## src/rtl/uart_rx_if.sv

```systemverilog
// uart_rx_if: serial line, consumer handshake and status bundle for uart_rx.
// slave  = receiver side (drives received byte and flags)
// master = consumer side (drives the line and the read strobe)
interface uart_rx_if;
    logic       read;
    logic       rx;
    logic [7:0] dataout;
    logic       rxrdy;
    logic       parityerr;
    logic       framingerr;
    logic       overrun;

    modport slave (
        input  read,
        input  rx,
        output dataout,
        output rxrdy,
        output parityerr,
        output framingerr,
        output overrun
    );

    modport master (
        output read,
        output rx,
        input  dataout,
        input  rxrdy,
        input  parityerr,
        input  framingerr,
        input  overrun
    );
endinterface

```

## src/rtl/uart_rx.sv

```systemverilog
// uart_rx: 16x oversampling UART receiver, 8 data bits LSB first, 1 stop bit.
// Optional odd parity bit enabled by defining UART_RX_PARITY_EN; without it
// the parity state is skipped and parityerr stays 0.
// Status outputs update one cycle after the stop-bit sample.
module uart_rx (
    input  logic     mclkx16,
    input  logic     reset,
    uart_rx_if.slave bus
);
    localparam logic [2:0] S_IDLE   = 3'd0;
    localparam logic [2:0] S_START  = 3'd1;
    localparam logic [2:0] S_DATA   = 3'd2;
    localparam logic [2:0] S_PARITY = 3'd3;
    localparam logic [2:0] S_STOP   = 3'd4;

    logic       sync1_r;
    logic       rxs_r;
    logic       rxs_prev_r;
    logic [2:0] state_r,    state_s;
    logic [3:0] cnt_r,      cnt_s;
    logic [3:0] tick_s;
    logic [2:0] bitcnt_r,   bitcnt_s;
    logic [7:0] shift_r,    shift_s;
    logic       stop_bit_r, stop_bit_s;
    logic       done_r,     done_s;
    logic       ovr_pend_r, ovr_pend_s;
    logic       parity_err_s;
    logic [7:0] dataout_r;
    logic       rxrdy_r;
    logic       parityerr_r;
    logic       framingerr_r;
    logic       overrun_r;

`ifdef UART_RX_PARITY_EN
    logic       par_bit_r,  par_bit_s;

    // Odd parity: data bits plus parity bit must contain an odd number of ones.
    function automatic logic odd_parity_err(input logic [7:0] d, input logic p);
        return ((^d) ^ p) != 1'b1;
    endfunction

    assign parity_err_s = odd_parity_err(shift_r, par_bit_r);
`else
    assign parity_err_s = 1'b0;
`endif

    // Two-flop synchronizer for the asynchronous line plus one history flop for edge detect.
    always_ff @(posedge mclkx16) begin
        if (reset) begin
            sync1_r    <= 1'b1;
            rxs_r      <= 1'b1;
            rxs_prev_r <= 1'b1;
        end else begin
            sync1_r    <= bus.rx;
            rxs_r      <= sync1_r;
            rxs_prev_r <= rxs_r;
        end
    end

    // Frame FSM next-state: start qualified after 7 ticks, later bits every 16 ticks.
    always_comb begin
        state_s    = state_r;
        cnt_s      = cnt_r;
        tick_s     = cnt_r + 4'd1;
        bitcnt_s   = bitcnt_r;
        shift_s    = shift_r;
        stop_bit_s = stop_bit_r;
        done_s     = 1'b0;
        ovr_pend_s = ovr_pend_r;
`ifdef UART_RX_PARITY_EN
        par_bit_s  = par_bit_r;
`endif
        case (state_r)
            S_IDLE: begin
                cnt_s    = 4'd0;
                bitcnt_s = 3'd0;
                if (rxs_prev_r && !rxs_r) begin
                    state_s = S_START;
                end else begin
                    state_s = S_IDLE;
                end
            end
            S_START: begin
                if (tick_s == 4'd7) begin
                    cnt_s = 4'd0;
                    // A high line at mid start bit is a glitch, not a frame.
                    if (!rxs_r) begin
                        state_s = S_DATA;
                    end else begin
                        state_s = S_IDLE;
                    end
                end else begin
                    cnt_s = tick_s;
                end
            end
            S_DATA: begin
                if (cnt_r == 4'd15) begin
                    cnt_s    = 4'd0;
                    shift_s  = {rxs_r, shift_r[7:1]};
                    bitcnt_s = bitcnt_r + 3'd1;
                    if (bitcnt_r == 3'd7) begin
`ifdef UART_RX_PARITY_EN
                        state_s = S_PARITY;
`else
                        state_s = S_STOP;
`endif
                    end else begin
                        state_s = S_DATA;
                    end
                end else begin
                    cnt_s = tick_s;
                end
            end
            S_PARITY: begin
`ifdef UART_RX_PARITY_EN
                if (cnt_r == 4'd15) begin
                    cnt_s     = 4'd0;
                    par_bit_s = rxs_r;
                    state_s   = S_STOP;
                end else begin
                    cnt_s = tick_s;
                end
`else
                // Unreachable without parity; recover to idle.
                cnt_s   = 4'd0;
                state_s = S_IDLE;
`endif
            end
            S_STOP: begin
                if (cnt_r == 4'd15) begin
                    cnt_s      = 4'd0;
                    stop_bit_s = rxs_r;
                    done_s     = 1'b1;
                    // A read in this same cycle frees the old byte, so no overrun.
                    ovr_pend_s = rxrdy_r & ~bus.read;
                    state_s    = S_IDLE;
                end else begin
                    cnt_s = tick_s;
                end
            end
            default: begin
                cnt_s   = 4'd0;
                state_s = S_IDLE;
            end
        endcase
    end

    // Frame FSM state, counters and shift register.
    always_ff @(posedge mclkx16) begin
        if (reset) begin
            state_r    <= S_IDLE;
            cnt_r      <= 4'd0;
            bitcnt_r   <= 3'd0;
            shift_r    <= 8'h00;
            stop_bit_r <= 1'b0;
            done_r     <= 1'b0;
            ovr_pend_r <= 1'b0;
`ifdef UART_RX_PARITY_EN
            par_bit_r  <= 1'b0;
`endif
        end else begin
            state_r    <= state_s;
            cnt_r      <= cnt_s;
            bitcnt_r   <= bitcnt_s;
            shift_r    <= shift_s;
            stop_bit_r <= stop_bit_s;
            done_r     <= done_s;
            ovr_pend_r <= ovr_pend_s;
`ifdef UART_RX_PARITY_EN
            par_bit_r  <= par_bit_s;
`endif
        end
    end

    // Status/data outputs: frame completion has priority over a coincident read.
    always_ff @(posedge mclkx16) begin
        if (reset) begin
            dataout_r    <= 8'h00;
            rxrdy_r      <= 1'b0;
            parityerr_r  <= 1'b0;
            framingerr_r <= 1'b0;
            overrun_r    <= 1'b0;
        end else if (done_r) begin
            dataout_r    <= shift_r;
            rxrdy_r      <= 1'b1;
            parityerr_r  <= parity_err_s;
            framingerr_r <= ~stop_bit_r;
            overrun_r    <= ovr_pend_r;
        end else if (bus.read) begin
            rxrdy_r      <= 1'b0;
            overrun_r    <= 1'b0;
        end else begin
            rxrdy_r      <= rxrdy_r;
            overrun_r    <= overrun_r;
        end
    end

    assign bus.dataout    = dataout_r;
    assign bus.rxrdy      = rxrdy_r;
    assign bus.parityerr  = parityerr_r;
    assign bus.framingerr = framingerr_r;
    assign bus.overrun    = overrun_r;
endmodule

```

## src/flat_wrapper.sv

```systemverilog
// flat-port wrapper written by rule: the top's interface ports become plain ports
module uart_rx_flat 
  (mclkx16, reset, bus_read, bus_rx, bus_dataout, bus_rxrdy, bus_parityerr, bus_framingerr, bus_overrun);
  uart_rx_if bus_i ();
  input  logic mclkx16;
  input  logic reset;
  input wire logic [$bits(bus_i.read)-1:0] bus_read;
  input wire logic [$bits(bus_i.rx)-1:0] bus_rx;
  output wire logic [$bits(bus_i.dataout)-1:0] bus_dataout;
  output wire logic [$bits(bus_i.rxrdy)-1:0] bus_rxrdy;
  output wire logic [$bits(bus_i.parityerr)-1:0] bus_parityerr;
  output wire logic [$bits(bus_i.framingerr)-1:0] bus_framingerr;
  output wire logic [$bits(bus_i.overrun)-1:0] bus_overrun;
  assign bus_i.read = bus_read;
  assign bus_i.rx = bus_rx;
  assign bus_dataout = bus_i.dataout;
  assign bus_rxrdy = bus_i.rxrdy;
  assign bus_parityerr = bus_i.parityerr;
  assign bus_framingerr = bus_i.framingerr;
  assign bus_overrun = bus_i.overrun;
  uart_rx u_core (.mclkx16(mclkx16), .reset(reset), .bus(bus_i));
endmodule
```

## config.mk

```make
export PLATFORM = sky130hd
export DESIGN_NAME = uart_rx_flat
export DESIGN_NICKNAME = d
export VERILOG_FILES = /design/src/rtl/uart_rx_if.sv /design/src/rtl/uart_rx.sv /design/src/flat_wrapper.sv
export SDC_FILE = /design/constraint.sdc
export NUM_CORES = 1
export LEC_CHECK = 0
export ABC_AREA = 1
export CAP_MARGIN = 20
export CELL_PAD_IN_SITES_DETAIL_PLACEMENT = 1
export CELL_PAD_IN_SITES_GLOBAL_PLACEMENT = 2
export CORE_MARGIN = 2
export CORE_UTILIZATION = 31
export DETAILED_ROUTE_END_ITERATION = 6
export GPL_TIMING_DRIVEN = 0
export PLACE_DENSITY_LB_ADDON = 0.2
export RECOVER_POWER = 50
export SLEW_MARGIN = 20
export SYNTH_ARGS = -nofsm -noshare
export SYNTH_HDL_FRONTEND = slang
export SYNTH_SLANG_ARGS = --single-unit
```

## constraint.sdc

```tcl
create_clock -name mclkx16 -period 1.7 [get_ports mclkx16]
set_input_delay 0.255 -clock mclkx16 [delete_from_list [all_inputs] [get_ports mclkx16]]
set_output_delay 0.255 -clock mclkx16 [all_outputs]
set_load 0.01 [all_outputs]
```

==> impl_metrics.yaml, run 1 <==
timing:
  fin_worst_skew_ps: 9.095
  final_hold_viol_count: 0
  fmax_mhz: 673.8
  rsz0062_at_grt: "false"
  slew_violations: 0
  period_share: 0.8731
  period_minus_slack_ps: 1484
  setup_viol: 0
power:
  irDropWorstVdd_v: 0.0004447
  power_density_mw_per_mm2: 1046
  power.leakage_uw: 0.0007211
setup_path:
  crit_path_end_kind: "flip-flop"
  rrSetupSlack_ps: 220
  cp.required_ps: 1880
  reg2reg_depth: 8
  crit_type: "reg2reg"
  r2r-start: "u_core.cnt_r[0]"
  critPathArrivalTime_ps: 1660
  cp-start-kind: "flip-flop"
  cp_max_fo: 5
  r2r_end: "u_core.cnt_r[1]"
synth:
  yosysWarningCount: 0
  ys_ff_latch: 35
  syn_nets: 183
  yosysUniqueCellTypes: 22
  synth_area_sq_mm: 0.001368
  synth_cells: 175
  syn_avg_cell_area_sq_um: 7.815
  seq_area_frac_synth: 0.5124
finish:
  syn2layout_area_growth_pct: 23.24
  nNetsFinal: 208
  final_cell_mix: "nor2_1, dfxtp_1, o21ai_0"
  mostFrequentLayoutCell: "nor2_1"
  drive_gt1_frac: 0.1055
  diodes: 0
  layout.cells.non_filler: 251
  fillers: 539
  seqCellArea_sq_um: 700.7
  multi_input_area_sq_um: 574.3
  post-route-util: 0.3925
clock_tree:
  ctsHoldBuffers: 0
  root_buffer: "clkbuf_8"
  tritoncts: "yes"
  numCtsBuffers: 5
  cts_sinks: 35
  clk_pin_slew_worst_paths_ps: 70
  htree_levels: 2
  clkLatencyLatePin_ps: 280
  clockBufferDepth: 2
routing:
  drc: 0
  wirelength_microns: 3190
  drt_iter0_drc: 58
  routed_via_density: 4.733
  wire_per_inst_microns: 12.71
  final_antenna_net_count: 0
  drt_first_pass_iters: 4
  num_vias: 1188
floorplanning:
  ios: 16
  dieArea_sq_mm: 0.004959
  start_util: 0.3185
  fp.dieH_microns: 70.42
  core-area_sq_mm: 0.004294
  num_rows: 24
  die_x_microns: 70.42
min_path:
  min_to: "u_core.rxs_r"
  min_path_type: "reg2reg"
  min_path_cells: 1
  hp-start: "u_core.sync1_r"
global_routing:
  grt_max_degree: 11
  overflow: 0
  antenna_found_initial: 0
  grt_usage: 0.1509
  grt_pass1_wl_microns: 5796
  first_global_vias: 1269
place:
  placed_cells: 241
  gp_congestion: 0.7853
  dp_hpwl_microns: 2322
  io_buffers: 14
outcome:
  outcome: "finished, final reports clean"
run:
  drv_cap: 0
worst max path at each step:
stage	start	end	slack [ps]	depth (start not counted)
3_3_place_gp	reset	u_core.bus.overrun	-260	5
2_1_floorplan	u_core.cnt_r[0]	u_core.bitcnt_r[2]	380	8
6_report	u_core.cnt_r[0]	u_core.cnt_r[1]	220	8
3_5_place_dp	reset	u_core.bus.dataout[5]	-270	5
5_1_grt	u_core.cnt_r[0]	u_core.bitcnt_r[2]	7	8
4_1_cts	reset	u_core.bus.dataout[5]	30	5
area by class of cell:
type,instances,area share
inverter,18,0.04232
timing repair buffer,18,0.1010
tap,52,0.03860
clock buffer,6,0.04306
sequential,35,0.4157
buffer,5,0.01856
multi-input combinational,117,0.3408
Yosys cell counts:
| master | number | area share |
|---|---|---|
| ha_1 | 4 | 0.037 |
| inv_2 | 1 | 0.0027 |
| o22ai_1 | 1 | 0.0046 |
| o21ai_1 | 3 | 0.011 |
| nor3_4 | 1 | 0.012 |
| nor2_1 | 41 | 0.11 |
| nand2_4 | 1 | 0.0082 |
| a21oi_2 | 1 | 0.0064 |
| clkbuf_1 | 3 | 0.0082 |
| conb_1 | 1 | 0.0027 |
| inv_1 | 14 | 0.038 |
| nand3_1 | 8 | 0.029 |
| dfxtp_1 | 35 | 0.51 |
| or2_2 | 2 | 0.0091 |
| nor2_2 | 2 | 0.0091 |
| nand2_1 | 18 | 0.049 |
| a21oi_1 | 12 | 0.044 |
| nand4_1 | 1 | 0.0046 |
| buf_6 | 1 | 0.0082 |
| buf_4 | 1 | 0.0055 |
| clkinv_1 | 3 | 0.0082 |
| o21ai_0 | 21 | 0.077 |
flip-flops by register name, summed over array words and instances (netlist names):
name,cells
u_core.bitcnt_r,3
u_core.bus.dataout,8
u_core.bus.framingerr,1
u_core.bus.overrun,1
u_core.bus.rxrdy,1
u_core.cnt_r,4
u_core.done_r,1
u_core.ovr_pend_r,1
u_core.rxs_prev_r,1
u_core.rxs_r,1
u_core.shift_r,8
u_core.state_r,3
u_core.stop_bit_r,1
u_core.sync1_r,1
report_power, final:
| group | leakage [uW] | internal [uW] | switching [uW] |
|---|---|---|---|
| logic | 0.000401 | 114 | 210 |
| clock network | 0.0000371 | 273 | 275 |
| registers | 0.000283 | 859 | 32.7 |
cell families (layout without fill, tap and decap cells):
logic type	Yosys count	after routing	share of synthesized area
other	1	1	0.002742
buffers and inverters	23	47	0.07136
DFF	35	35	0.5123
adders and majority gates	4	4	0.03660
AOI/OAI and AO/OA	38	38	0.1427
and+or+nand+nor	74	74	0.2342
critical path, stage by stage (launching register included):
cell and delay (ps):
dfxtp_1 390, ha_1 190, nand2_1 120, nor2_4 160, inv_1 70, o21ai_1 180
nand2_1 120, nand3_1 110, nor2_1 50
what timing repair did:
item / in CTS / in global routing
buffers inserted: 0 / 4
setup endpoints to repair: 0 / 16
resized for setup: 0 / 4
through the flow:
stage                     hold WS, ps  area (sq um)  setup WS, ps  power, uW  setup TNS (ps)
after floorplan                 317.4          1368         378.7       1154               0
after global placement          396.0          1573        -263.3       1219           -3881
after detailed placement        401.0          1573        -267.2       1232           -4330
after CTS                       418.8          1645         29.39       1782               0
after global routing            446.8          1685         7.299       1884               0
final                           416.5          1685         215.8       1764               0
metal layers:
| layer | vias to the layer above | wire length, microns | track usage |
|---|---|---|---|
| met5 | - | 0 | 0 |
| met4 | 0 | 61 | 0.06410 |
| met3 | 4 | 98 | 0.04762 |
| met2 | 14 | 1718 | 0.2725 |
| met1 | 566 | 1311 | 0.1595 |
| li1 | 604 | - | - |
Note: power is estimated with default switching activity, not from simulation.
==> inputs of run 2 (changes only) <==
--- a/config.mk
+++ b/config.mk
@@ -13,6 +13,7 @@
 export CORE_UTILIZATION = 31
 export DETAILED_ROUTE_END_ITERATION = 6
 export GPL_TIMING_DRIVEN = 0
+export MAX_ROUTING_LAYER = met4
 export PLACE_DENSITY_LB_ADDON = 0.2
 export RECOVER_POWER = 50
 export SLEW_MARGIN = 20
==> run 2 against run 1 <==
First-iteration DRC count up 5.2%; sequential power about the same; register-to-register slack about the same; worst hold slack unchanged; wire length grew 0.28%; setup slack hardly changed; largest cell class unchanged.
==> impl_metrics.yaml, run 2 (same netlist as run 1, synthesis figures left out) <==
outcome:
  outcome: "finished, final reports clean"
timing:
  worst_slack_ps: 215.5
  fmax_mhz: 673.6
  tns_ps: 0
  final_hold_viol_count: 0
  period_share: 0.8732
  slew_violations: 0
  fin_worst_skew_ps: 9.406
  setup_viol: 0
  period_minus_slack_ps: 1484
  rsz0062_at_grt: "false"
finish:
  fillers: 539
  nNetsFinal: 208
  post-route-util: 0.3925
  mostFrequentLayoutCell: "nor2_1"
  diodes: 0
  syn2layout_area_growth_pct: 23.24
  drive_gt1_frac: 0.1055
  final_cell_mix: "nor2_1, dfxtp_1, o21ai_0"
  layout.cells.non_filler: 251
routing:
  num_vias: 1184
  final_antenna_net_count: 0
  wire_per_inst_microns: 12.75
  wirelength_microns: 3199
  drc: 0
  routed_via_density: 4.717
  drt_first_pass_iters: 4
  drt_iter0_drc: 61
min_path:
  min_path_type: "reg2reg"
floorplanning:
  ios: 16
  start_util: 0.3185
  num_rows: 24
  fp.dieH_microns: 70.42
  dieArea_sq_mm: 0.004959
  core-area_sq_mm: 0.004294
  die_x_microns: 70.42
clock_tree:
  clockBufferDepth: 2
  clkLatencyLatePin_ps: 280
  ctsHoldBuffers: 0
  clk_pin_slew_worst_paths_ps: 70
  cts_sinks: 35
  root_buffer: "clkbuf_8"
  numCtsBuffers: 5
  htree_levels: 2
  tritoncts: "yes"
global_routing:
  antenna_found_initial: 0
  grt_max_degree: 11
  grt_usage: 0.1551
  overflow: 0
  grt_pass1_wl_microns: 5789
  met3_usage: 0.04473
  grt_util_met2: 0.2725
  met1_usage: 0.1613
  first_global_vias: 1269
  grt.busiest_layer: "met2"
setup_path:
  cp_max_fo: 5
  crit_type: "reg2reg"
  cp_cell_sequence: "ha_1 -> nand2_1 -> nor2_4 -> inv_1 -> o21ai_1 -> nand2_1 -> nand3_1 -> nor2_1"
  crit_slowest_cell: "dfxtp_1"
  critPathArrivalTime_ps: 1660
  crit_buf_inv: 1
  cpPeakStageDelay_ps: 390
  crit_path_end_kind: "flip-flop"
  cp.required_ps: 1880
  cpMostUsedCell: "nand2_1"
  cp-start-kind: "flip-flop"
  cp_top_family: "simple AND/OR/NAND/NOR gates"
run:
  drv_cap: 0
place:
  placed_cells: 241
  gp_congestion: 0.7963
  dp_hpwl_microns: 2322
  io_buffers: 14
  place_worst_setup_slack_ps: -267.2
power:
  irDropWorstVdd_v: 0.0004450
  power.leakage_uw: 0.0007211
  power_density_mw_per_mm2: 1046
==> run 2: layer usage <==
layer	vias up	share of wire
met5	-	0
met4	0	0.020
met3	4	0.027
met2	12	0.54
met1	564	0.42
li1	604	-
==> run 2: cell type report <==
type / instances / area, sq um / area share
Inverter: 18 / 71.32 / 0.04232
Multi-Input combinational cell: 117 / 574.3 / 0.3408
Timing Repair Buffer: 18 / 170.2 / 0.1010
Sequential cell: 35 / 700.7 / 0.4157
Clock buffer: 6 / 72.57 / 0.04306
Tap cell: 52 / 65.06 / 0.03860
Buffer: 5 / 31.28 / 0.01856
==> run 2: worst reg2reg max path: stages (launching register included) <==
cell and delay (ps):
dfxtp_1 390, ha_1 190, nand2_1 120, nor2_4 160
inv_1 70, o21ai_1 180, nand2_1 120, nand3_1 110
nor2_1 50
==> run 2: metrics by stage <==
| stage | power (uW) | cell area (sq um) | hold WS (ps) |
|---|---|---|---|
| after floorplan | 1154 | 1368 | 317.4 |
| after global placement | 1219 | 1573 | 396.0 |
| after detailed placement | 1232 | 1573 | 401.0 |
| after CTS | 1782 | 1645 | 418.8 |
| after global routing | 1884 | 1685 | 446.8 |
| final | 1763 | 1685 | 416.5 |
==> run 2: where the power goes <==
group          switching (uW)  leakage [uW]  internal (uW)
sequential               32.7      0.000283            859
clock                     274     0.0000371            273
combinational             210      0.000401            114
total                     517      0.000721           1250
==> run 2: repair_timing <==
action / 4_1_cts / 5_1_grt
gates resized for setup: 0 / 4
setup endpoints to repair: 0 / 16
buffers inserted: 0 / 4
==> run 2: final timing paths <==
check | to | slack [ps] | from | cells past startpoint
setup / recovery | u_core.cnt_r[1] | 220 | u_core.cnt_r[0] | 8
hold / removal | u_core.rxs_r | 420 | u_core.sync1_r | 1
setup reg to reg | u_core.cnt_r[1] | 220 | u_core.cnt_r[0] | 8
hold reg to reg | u_core.rxs_r | 420 | u_core.sync1_r | 1
